==> src/rtl/alu_pkg.sv <==
// Shared ALU types: opcode enumeration and the {n, v, c, z} flag record.
package alu_pkg;

  // Width of the encoded opcode field; wider op ports must keep upper bits zero.
  localparam int unsigned AluOpWidth = 4;

  typedef enum logic [AluOpWidth-1:0] {
    OpAdd   = 4'd0,
    OpSub   = 4'd1,
    OpAdc   = 4'd2,
    OpSbb   = 4'd3,
    OpAnd   = 4'd4,
    OpOr    = 4'd5,
    OpXor   = 4'd6,
    OpPassB = 4'd7,
    OpCmp   = 4'd8,
    OpShl   = 4'd9,
    OpShr   = 4'd10
  } alu_op_t;

  typedef struct packed {
    logic n;
    logic v;
    logic c;
    logic z;
  } alu_flags_t;

endpackage

==> src/rtl/alu_core.sv <==
// Combinational ALU datapath: result, flags and illegal-opcode indication.
// Shift ops exist only when ALU_PIPE_SHIFT_EN is defined; otherwise they decode as illegal.
module alu_core
  import alu_pkg::*;
#(
  parameter int unsigned DATA_BITS = 8,
  parameter int unsigned OP_BITS   = 4
) (
  input  logic [OP_BITS-1:0]   op_i,
  input  logic [DATA_BITS-1:0] a_i,
  input  logic [DATA_BITS-1:0] b_i,
  input  logic                 carry_i,
  output logic [DATA_BITS-1:0] result_o,
  output logic [3:0]           flags_o,
  output logic                 illegal_o
);

  alu_op_t                op_dec;
  logic                   op_hi_zero;
  logic [DATA_BITS-1:0]   b_op;
  logic                   cin;
  logic [DATA_BITS:0]     sum;
  logic                   ovf;
  logic [DATA_BITS-1:0]   val;
  logic                   cout;
  logic                   vout;
  logic                   bad;
  alu_flags_t             flags;

  assign op_dec     = alu_op_t'(op_i[AluOpWidth-1:0]);
  assign op_hi_zero = ((op_i >> AluOpWidth) == '0);

  // Adder operand selection: subtraction-style ops invert b, carry-in per op.
  always_comb begin
    b_op = b_i;
    cin  = 1'b0;
    case (op_dec)
      OpSub, OpCmp: begin b_op = ~b_i; cin = 1'b1;    end
      OpAdc:        begin              cin = carry_i; end
      OpSbb:        begin b_op = ~b_i; cin = carry_i; end
      default:      ;
    endcase
  end

  // One shared DATA_BITS+1 adder; top bit is the carry (1 = no borrow for subtracts).
  assign sum = {1'b0, a_i} + {1'b0, b_op} + {{DATA_BITS{1'b0}}, cin};
  assign ovf = (a_i[DATA_BITS-1] == b_op[DATA_BITS-1]) &&
               (sum[DATA_BITS-1] != a_i[DATA_BITS-1]);

  // Result select and flag formation; CMP reports a but keeps subtraction flags.
  always_comb begin
    val  = a_i;
    cout = 1'b0;
    vout = 1'b0;
    bad  = 1'b0;
    case (op_dec)
      OpAdd, OpSub, OpAdc, OpSbb, OpCmp: begin
        val  = sum[DATA_BITS-1:0];
        cout = sum[DATA_BITS];
        vout = ovf;
      end
      OpAnd:   val = a_i & b_i;
      OpOr:    val = a_i | b_i;
      OpXor:   val = a_i ^ b_i;
      OpPassB: val = b_i;
`ifdef ALU_PIPE_SHIFT_EN
      OpShl: begin
        val  = {a_i[DATA_BITS-2:0], 1'b0};
        cout = a_i[DATA_BITS-1];
      end
      OpShr: begin
        val  = {1'b0, a_i[DATA_BITS-1:1]};
        cout = a_i[0];
      end
`endif
      default: bad = 1'b1;
    endcase
    if (!op_hi_zero) bad = 1'b1;

    illegal_o = bad;
    if (bad) begin
      result_o = a_i;
      flags    = '0;
    end else begin
      result_o = (op_dec == OpCmp) ? a_i : val;
      flags.n  = val[DATA_BITS-1];
      flags.v  = vout;
      flags.c  = cout;
      flags.z  = (val == '0);
    end
    flags_o = flags;
  end

endmodule

==> src/rtl/alu_pipe.sv <==
// Two-stage valid/ready ALU pipeline: S1 holds the request, S2 holds result/flags.
// Carry register C chains ADC/SBB across back-to-back ops.
// Optional shift ops: define ALU_PIPE_SHIFT_EN (handled in alu_core).
module alu_pipe
  import alu_pkg::*;
#(
  parameter int unsigned DATA_BITS = 8,
  parameter int unsigned OP_BITS   = 4
) (
  input  logic                 clk,
  input  logic                 reset,
  input  logic                 in_valid,
  output logic                 in_ready,
  input  logic [OP_BITS-1:0]   op,
  input  logic [DATA_BITS-1:0] a,
  input  logic [DATA_BITS-1:0] b,
  output logic                 out_valid,
  input  logic                 out_ready,
  output logic [DATA_BITS-1:0] result,
  output logic [3:0]           flags,
  output logic                 illegal
);

  logic                 s1_valid_q, s1_valid_d;
  logic [OP_BITS-1:0]   s1_op_q, s1_op_d;
  logic [DATA_BITS-1:0] s1_a_q, s1_a_d;
  logic [DATA_BITS-1:0] s1_b_q, s1_b_d;
  logic                 out_valid_q, out_valid_d;
  logic [DATA_BITS-1:0] result_q, result_d;
  alu_flags_t           flags_q, flags_d;
  logic                 illegal_q, illegal_d;
  logic                 carry_q, carry_d;

  logic                 s2_adv;
  logic                 s1_fire;
  logic                 s12_fire;
  logic [DATA_BITS-1:0] core_result;
  logic [3:0]           core_flags;
  alu_flags_t           core_f;
  logic                 core_illegal;

  alu_core #(
    .DATA_BITS (DATA_BITS),
    .OP_BITS   (OP_BITS)
  ) u_core (
    .op_i      (s1_op_q),
    .a_i       (s1_a_q),
    .b_i       (s1_b_q),
    .carry_i   (carry_q),
    .result_o  (core_result),
    .flags_o   (core_flags),
    .illegal_o (core_illegal)
  );

  assign core_f = alu_flags_t'(core_flags);

  // Handshake: S2 drains when empty or consumed; S1 accepts when empty or draining.
  assign s2_adv   = !out_valid_q || out_ready;
  assign in_ready = !s1_valid_q || s2_adv;
  assign s1_fire  = in_valid && in_ready;
  assign s12_fire = s1_valid_q && s2_adv;

  // Next-state for both stages and the carry register.
  always_comb begin
    s1_valid_d  = s1_valid_q;
    s1_op_d     = s1_op_q;
    s1_a_d      = s1_a_q;
    s1_b_d      = s1_b_q;
    out_valid_d = out_valid_q;
    result_d    = result_q;
    flags_d     = flags_q;
    illegal_d   = illegal_q;
    carry_d     = carry_q;

    if (s1_fire) begin
      s1_valid_d = 1'b1;
      s1_op_d    = op;
      s1_a_d     = a;
      s1_b_d     = b;
    end else if (s2_adv) begin
      s1_valid_d = 1'b0;
    end

    if (s2_adv) out_valid_d = s1_valid_q;

    if (s12_fire) begin
      result_d  = core_result;
      flags_d   = core_f;
      illegal_d = core_illegal;
      // Illegal ops leave the chained carry untouched.
      if (!core_illegal) carry_d = core_f.c;
    end
  end

  // State registers; asynchronous active-low reset discards in-flight ops.
  always_ff @(posedge clk or negedge reset) begin
    if (!reset) begin
      s1_valid_q  <= 1'b0;
      s1_op_q     <= '0;
      s1_a_q      <= '0;
      s1_b_q      <= '0;
      out_valid_q <= 1'b0;
      result_q    <= '0;
      flags_q     <= '0;
      illegal_q   <= 1'b0;
      carry_q     <= 1'b0;
    end else begin
      s1_valid_q  <= s1_valid_d;
      s1_op_q     <= s1_op_d;
      s1_a_q      <= s1_a_d;
      s1_b_q      <= s1_b_d;
      out_valid_q <= out_valid_d;
      result_q    <= result_d;
      flags_q     <= flags_d;
      illegal_q   <= illegal_d;
      carry_q     <= carry_d;
    end
  end

  assign out_valid = out_valid_q;
  assign result    = result_q;
  assign flags     = flags_q;
  assign illegal   = illegal_q;

endmodule
==> config.mk <==
export PLATFORM = sky130hd
export DESIGN_NAME = alu_pipe
export DESIGN_NICKNAME = d
export VERILOG_FILES = /design/src/rtl/alu_pkg.sv /design/src/rtl/alu_core.sv /design/src/rtl/alu_pipe.sv
export SDC_FILE = /design/constraint.sdc
export NUM_CORES = 1
export LEC_CHECK = 0
export ABC_CLOCK_PERIOD_IN_PS = 4400
export CAP_MARGIN = 20
export CORE_MARGIN = 2
export CORE_UTILIZATION = 55
export CTS_CLUSTER_DIAMETER = 30
export CTS_CLUSTER_SIZE = 28
export DETAILED_ROUTE_END_ITERATION = 6
export DONT_BUFFER_PORTS = 1
export HOLD_SLACK_MARGIN = 0.1
export PLACE_DENSITY = 0.76
export SYNTH_ARGS = -nofsm -noshare
export SYNTH_HDL_FRONTEND = slang
export SYNTH_HIERARCHICAL = 1
export SYNTH_SLANG_ARGS = --single-unit
==> constraint.sdc <==
create_clock -name clk -period 4.4 [get_ports clk]
set_input_delay 0.88 -clock clk [delete_from_list [all_inputs] [get_ports clk]]
set_output_delay 0.88 -clock clk [all_outputs]
set_load 0.1 [all_outputs]
==> results of run 1 <==
==> worst max-delay path by stage <==
stage                     cells after the start                   end  slack (ns)
after global routing                         13  flags[0]$_DFFE_PN0P_        0.49
final                                        13   carry_q$_DFFE_PN0P_        0.85
after detailed placement                     13   carry_q$_DFFE_PN0P_        0.88
after CTS                                    13  flags[0]$_DFFE_PN0P_        0.86
after global placement                       13  flags[0]$_DFFE_PN0P_        0.99
after floorplan                              14  flags[0]$_DFFE_PN0P_        1.05
==> registers in the layout, summed over array words and instances, names as in the netlist <==
register	cells
illegal	1
flags	4
s1_op_q	4
carry_q	1
s1_valid_q	1
s1_b_q	8
s1_a_q	8
out_valid	1
result	8
==> Yosys cell counts, types with 2 or more instances <==
cell / n
buf_4: 2
o22ai_1: 2
a221oi_1: 2
o21ai_0: 5
nand2_1: 6
o21bai_1: 2
xnor2_1: 11
a21o_1: 2
nand2b_1: 2
nor2_1: 15
ha_1: 23
a21oi_1: 12
mux2_1: 14
nor3_1: 2
a31oi_1: 2
mux2_4: 20
buf_2: 2
fa_1: 2
nor4b_1: 2
dfrtp_1: 36
nand2_2: 2
mux2i_1: 6
nand3_1: 2
inv_1: 25
xor2_1: 4
a22oi_1: 2
mux4_1: 5
buf_6: 4
==> per-stage QoR <==
| step | hold WS (ns) | power, mW | utilization |
|---|---|---|---|
| final | 0.274 | 1.71 | 0.593 |
| after global routing | 0.257 | 1.81 | 0.593 |
| after CTS | 0.265 | 1.72 | 0.593 |
| after detailed placement | 0.502 | 1.42 | 0.569 |
| after global placement | 0.488 | 1.40 | 0.569 |
| after floorplan | 0.465 | 1.31 | - |
==> cells in the final DEF (no fill, tap or decap), drive strengths merged, types with 2 or more instances in the layout <==
master	synthesis	final
inv	25	25
nand2	8	8
a31oi	2	2
ha	23	23
xor2	4	4
o21bai	2	2
o22ai	2	2
a22oi	2	2
dfrtp	36	36
nor3	2	2
clkbuf	1	5
xnor2	11	11
o21ai	5	5
nand3	2	2
buf	8	3
a21o	2	2
nand2b	3	3
mux4	6	6
mux2i	6	6
nand3b	2	2
mux2	34	34
nor4b	2	2
a21oi	12	12
a221oi	3	3
nor2	16	16
fa	2	2
==> layout make-up <==
type / count / area [um2]
Clock inverter: 3 / 42.5
Tap cell: 54 / 67.6
Sequential cell: 36 / 901
Clock buffer: 5 / 68.8
Inverter: 25 / 93.8
Fill cell: 375 / 1900
Multi-Input combinational cell: 160 / 1570
Timing Repair Buffer: 3 / 22.5
==> per-layer routing <==
layer / part of all wire / GRT usage / routed length (um) / vias up
met2: 0.48 / 0.315 / 2400 / 39
met1: 0.46 / 0.282 / 2330 / 843
met4: 0.021 / 0.0741 / 105 / 0
met5: 0 / 0 / 0 / -
li1: - / - / - / 818
met3: 0.040 / 0.0525 / 200 / 9
==> report_power, final <==
| part | internal (mW) | leakage [nW] | switching, mW | total [mW] |
|---|---|---|---|---|
| clock | 0.168 | 0.0541 | 0.125 | 0.293 |
| sequential | 0.402 | 0.429 | 0.454 | 0.856 |
| combinational | 0.279 | 0.852 | 0.284 | 0.563 |
==> worst max-delay path, stage by stage (launching register included) <==
cell and delay (ns):
dfrtp_1 0.72, nor2_1 0.16, mux2i_1 0.20, nor2_2 0.07, xnor2_1 0.15, fa_1 0.43, fa_1 0.43, a211oi_1 0.31
o21bai_1 0.17, a21oi_1 0.17, o21bai_1 0.10, a21oi_1 0.15, nor2_1 0.06, mux2_1 0.31
==> cells by family (layout without fill, tap and decap cells) <==
| kind of cell | Yosys count | in the layout | synth area share |
|---|---|---|---|
| simple gates | 39 | 39 | 0.0778 |
| fa+ha+maj | 25 | 25 | 0.124 |
| buf+inv | 34 | 36 | 0.0636 |
| xor+xnor | 15 | 15 | 0.0498 |
| compound gates | 35 | 35 | 0.0878 |
| mux | 46 | 46 | 0.255 |
| flops | 36 | 36 | 0.342 |
==> impl_metrics.py, run 1 <==
metrics = {
    "outcome": {
        "status": "complete, no violations",
    },
    "floorplanning": {
        "num_rows": 25,
        "die_width_um": 73.2,
        "core_mm2": 0.00466,
        "die_area_mm2": 0.00536,
        "die_y_um": 73.2,
        "start_util": 0.566,
        "ios": 39,
    },
    "power": {
        "p_per_area_mw_per_mm2": 619,
        "peakVddDrop_uv": 322,
        "leakagePower_nw": 1.34,
    },
    "grt": {
        "grt_pass1_vias": 1677,
        "grt_util_all_layers": 0.206,
        "grt_max_degree": 37,
        "grt_pass1_wl_um": 8220,
        "antenna_found_initial": 0,
        "gr-total-overflow": 0,
    },
    "synth": {
        "synth_top_cell_by_area": "dfrtp_1",
        "yosysSeqAreaShare": 0.342,
        "synth_seq_cells": 36,
        "yosys_most_used_dff": "dfrtp_1",
        "synth_edf_count": 0,
        "async_flop_share": 1.00,
        "syn_area_per_cell_um2": 11.5,
        "ys_warn_count": 6,
        "synth_cell_types": 44,
        "yosysTopAreaCellShare": 0.342,
        "synth_area_mm2": 0.00264,
        "postSynthCellCount": 230,
        "synth.area.top_cells": "dfrtp_1 (34%), mux2_4 (11%), ha_1 (11%), mux2_1 (6.0%), mux4_1 (5.0%)",
        "syn_nets": 279,
    },
    "clock_tree": {
        "cts_resized": 0,
        "clk_latency_ns": 0.29,
        "cts_buffers": 5,
        "post-cts-setup-buffers": 0,
        "clkSlewWorstSetupHoldPaths_ns": 0.08,
        "cts.sinks": 36,
        "htree_levels": 2,
        "cts_buffer_depth": 2,
        "cts_hold_buffers": 0,
        "cts_tree": "yes",
        "clock-root-buffer": "clkbuf_8",
    },
    "timing": {
        "finalSetupViolations": 0,
        "grt_setup_unrepaired": "false",
        "fin_setup_tns_ns": 0,
        "clock_skew_ns": 0.00394,
        "fmax_mhz": 282,
        "finalWorstSetupSlack_ns": 0.852,
        "slew_headroom": 0.364,
        "final.min_clock_period_ns": 3.55,
        "fin_crit_sh": 0.806,
        "hold_violations": 0,
        "tightestPinTransition_ns": 0.954,
        "slew_viol_final": 0,
    },
    "hold_path": {
        "hp-class": "in -> async",
    },
    "detailed_routing": {
        "drt_wl_total_um": 5040,
        "ant_nets": 0,
        "viasPerCell": 5.98,
        "wl_per_cell_um": 17.6,
        "drc_errors": 0,
        "first_pass_iters": 4,
        "drt_first_iter_violations": 79,
        "num_vias": 1709,
    },
    "critical_path": {
        "r2r_start": "s1_op_q[0]$_DFFE_PN0P_",
        "crit_start": "s1_op_q[0]$_DFFE_PN0P_",
        "critPathLaunchType": "register",
        "cp.required_ns": 4.58,
        "path_max_fanout": 15,
        "cp-end-kind": "register",
        "reg2reg_slack_ns": 0.85,
        "critical_path_arrival_ns": 3.73,
        "r2r.worst_path.cells": 13,
        "critical_path_class": "reg -> reg",
        "r2r-end": "carry_q$_DFFE_PN0P_",
    },
    "place": {
        "io_buffers": 0,
        "hpwl_um": 3670,
        "dp_cells": 278,
        "place.gp.congestion": 0.907,
        "pre_cts_ws_ns": 0.876,
        "placedInstanceArea_mm2": 0.00265,
    },
    "flow_run": {
        "drv_cap": 0,
    },
    "cells_and_area": {
        "antenna_cells": 0,
        "area_delta_synth_final_pct": 4.84,
        "nNetsFinal": 280,
        "fin_area_mm2": 0.00276,
        "drive_above_1_share": 0.164,
        "finalNonFillerCells": 286,
    },
}
Power figures use the tool's default switching activity.
==> run 2: changes to the inputs <==
--- a/config.mk
+++ b/config.mk
@@ -5,7 +5,7 @@
 export SDC_FILE = /design/constraint.sdc
 export NUM_CORES = 1
 export LEC_CHECK = 0
-export ABC_CLOCK_PERIOD_IN_PS = 4400
+export ABC_CLOCK_PERIOD_IN_PS = 3470
 export CAP_MARGIN = 20
 export CORE_MARGIN = 2
 export CORE_UTILIZATION = 55
==> constraint.sdc (replaced) <==
create_clock -name clk -period 3.47 [get_ports clk]
set_input_delay 0.694 -clock clk [delete_from_list [all_inputs] [get_ports clk]]
set_output_delay 0.694 -clock clk [all_outputs]
set_load 0.1 [all_outputs]
==> run 2 against run 1 <==
Effect of this change:
- critical path depth is the same
- sequential share of layout area shrank 0.68 points
- first-iteration DRC count grew 38%
- clock power grew 24%
- combinational power grew 33%
- cell area grew 2.1%
- cell count grew 2.1%
- critical path type unchanged
- largest cell class unchanged
- largest power group unchanged
==> impl_metrics.py, run 2 (synthesis gave the netlist of run 1 again) <==
metrics = {
    "outcome": {
        "status": "complete, no violations",
    },
    "grt": {
        "use_met1": 0.277,
        "grt_pass1_vias": 1698,
        "use_met3": 0.0566,
        "gr-total-overflow": 0,
        "grt_pass1_wl_um": 8220,
        "met2_usage": 0.321,
        "grt_max_degree": 37,
        "grt_util_all_layers": 0.205,
        "grt-busiest-layer": "met2",
        "antenna_found_initial": 0,
    },
    "cells_and_area": {
        "nNetsFinal": 286,
        "layout_common_cells": "dfrtp_1 (36), inv_1 (25), ha_1 (23)",
        "post-route-util": 0.606,
        "area_delta_synth_final_pct": 7.07,
        "layout_commonest_cell": "dfrtp_1",
        "antenna_cells": 0,
        "drive_above_1_share": 0.185,
        "num-fill-cells": 377,
    },
    "timing": {
        "slew_headroom": 0.371,
        "slew_viol_final": 0,
        "fin_crit_sh": 0.935,
        "finalSetupViolations": 0,
        "final.min_clock_period_ns": 3.24,
        "hold_violations": 0,
        "fmax_mhz": 308,
        "fin_setup_tns_ns": 0,
        "hold_slack_ns": 0.234,
        "tightestPinTransition_ns": 0.943,
        "clock_skew_ns": 0.00629,
    },
    "flow_run": {
        "drv_cap": 0,
    },
    "power": {
        "leakagePower_nw": 1.37,
        "peakVddDrop_uv": 354,
        "total_power_mw": 2.18,
        "p_per_area_mw_per_mm2": 772,
    },
    "floorplanning": {
        "num_rows": 25,
        "core_mm2": 0.00466,
        "die_area_mm2": 0.00536,
        "die_width_um": 73.2,
        "start_util": 0.566,
        "die_y_um": 73.2,
        "ios": 39,
    },
    "critical_path": {
        "crit_slowest_cell": "dfrtp_1",
        "critical_path_class": "reg -> reg",
        "max_stage_delay_ns": 0.47,
        "path_delay_family": "compound AO/OA/AOI/OAI gates",
        "crit_buf_inv": 0,
        "cp.required_ns": 3.69,
        "cp-end-kind": "register",
        "path_max_fanout": 7,
        "critical_path_arrival_ns": 3.47,
        "critPathLaunchType": "register",
        "cp_cell_sequence": "nor2_1 > mux2i_1 > nor2_2 > xnor2_1 > fa_1 > fa_1 > a211oi_2 > o21bai_1 > mux2i_1 > nand2_1 > a221oi_1 > o2111a_1 > mux2_1",
    },
    "clock_tree": {
        "cts_buffers": 5,
        "cts.sinks": 36,
        "post-cts-setup-buffers": 0,
        "cts_buffer_depth": 2,
        "cts_tree": "yes",
        "clkSlewWorstSetupHoldPaths_ns": 0.07,
        "htree_levels": 2,
        "clock-root-buffer": "clkbuf_8",
        "clk_latency_ns": 0.29,
    },
    "detailed_routing": {
        "ant_nets": 0,
        "first_pass_iters": 4,
        "wl_per_cell_um": 17.2,
        "num_vias": 1713,
        "drt_wl_total_um": 5010,
        "drt_first_iter_violations": 109,
        "viasPerCell": 5.87,
        "drc_errors": 0,
    },
    "place": {
        "place.gp.congestion": 0.895,
        "io_buffers": 0,
        "hpwl_um": 3770,
    },
    "hold_path": {
        "hp-class": "in -> async",
    },
}
==> run 2: changes by cell type in the layout (fill, tap and decap cells not counted) <==
cell	before	now
a211oi_1	1	0
a211oi_2	0	1
buf_12	0	1
buf_4	3	8
clkbuf_1	0	1
clkinvlp_4	1	0
==> run 2: cell type report <==
type                    instances  area, um2  area share
clock buffers                   6       72.6      0.0257
clock inverters                 2       35.0      0.0124
inverters                      25       93.8      0.0332
multi-input cells             160       1570       0.557
flip-flops and latches         36        901       0.319
well taps                      54       67.6      0.0239
repair buffers                  9       80.1      0.0284
==> run 2: worst paths after layout <==
kind	start	to	slack, ns	cells after the start
worst max-delay path	s1_op_q[0]$_DFFE_PN0P_	flags[0]$_DFFE_PN0P_	0.23	13
worst min-delay path	reset	s1_a_q[6]$_DFFE_PN0P_	0.23	1
worst max register to register	s1_op_q[0]$_DFFE_PN0P_	flags[0]$_DFFE_PN0P_	0.23	13
worst min register to register	carry_q$_DFFE_PN0P_	carry_q$_DFFE_PN0P_	0.51	1
max in group asynchronous	reset	s1_b_q[2]$_DFFE_PN0P_	3.05	1
min in group clk	in_valid	s1_valid_q$_DFFE_PN0P_	0.50	1
==> run 2: report_power, final <==
group	switching (mW)	total [mW]	leakage [nW]	internal (mW)
registers	0.560	1.07	0.429	0.511
clock network	0.148	0.362	0.0552	0.213
logic	0.382	0.747	0.886	0.366
==> run 2: per-layer routing <==
layer | vias to the layer above | routed length, um
met5 | - | 0
met4 | 0 | 72
met3 | 5 | 194
met2 | 48 | 2400
met1 | 834 | 2340
li1 | 826 | -
==> run 2: repair_timing <==
action	in CTS	in global routing
gates resized for setup	0	1
hold buffers	1	0
endpoints found under the hold margin	36	0
setup endpoints to repair	0	3
==> run 2: metrics by stage <==
step,cell area (um2),cells,worst slack [ns]
after floorplan,2640,230,0.123
after global placement,2690,283,0.371
after detailed placement,2690,283,0.210
after CTS,2820,292,0.190
after global routing,2820,292,-0.00633
final,2820,292,0.227
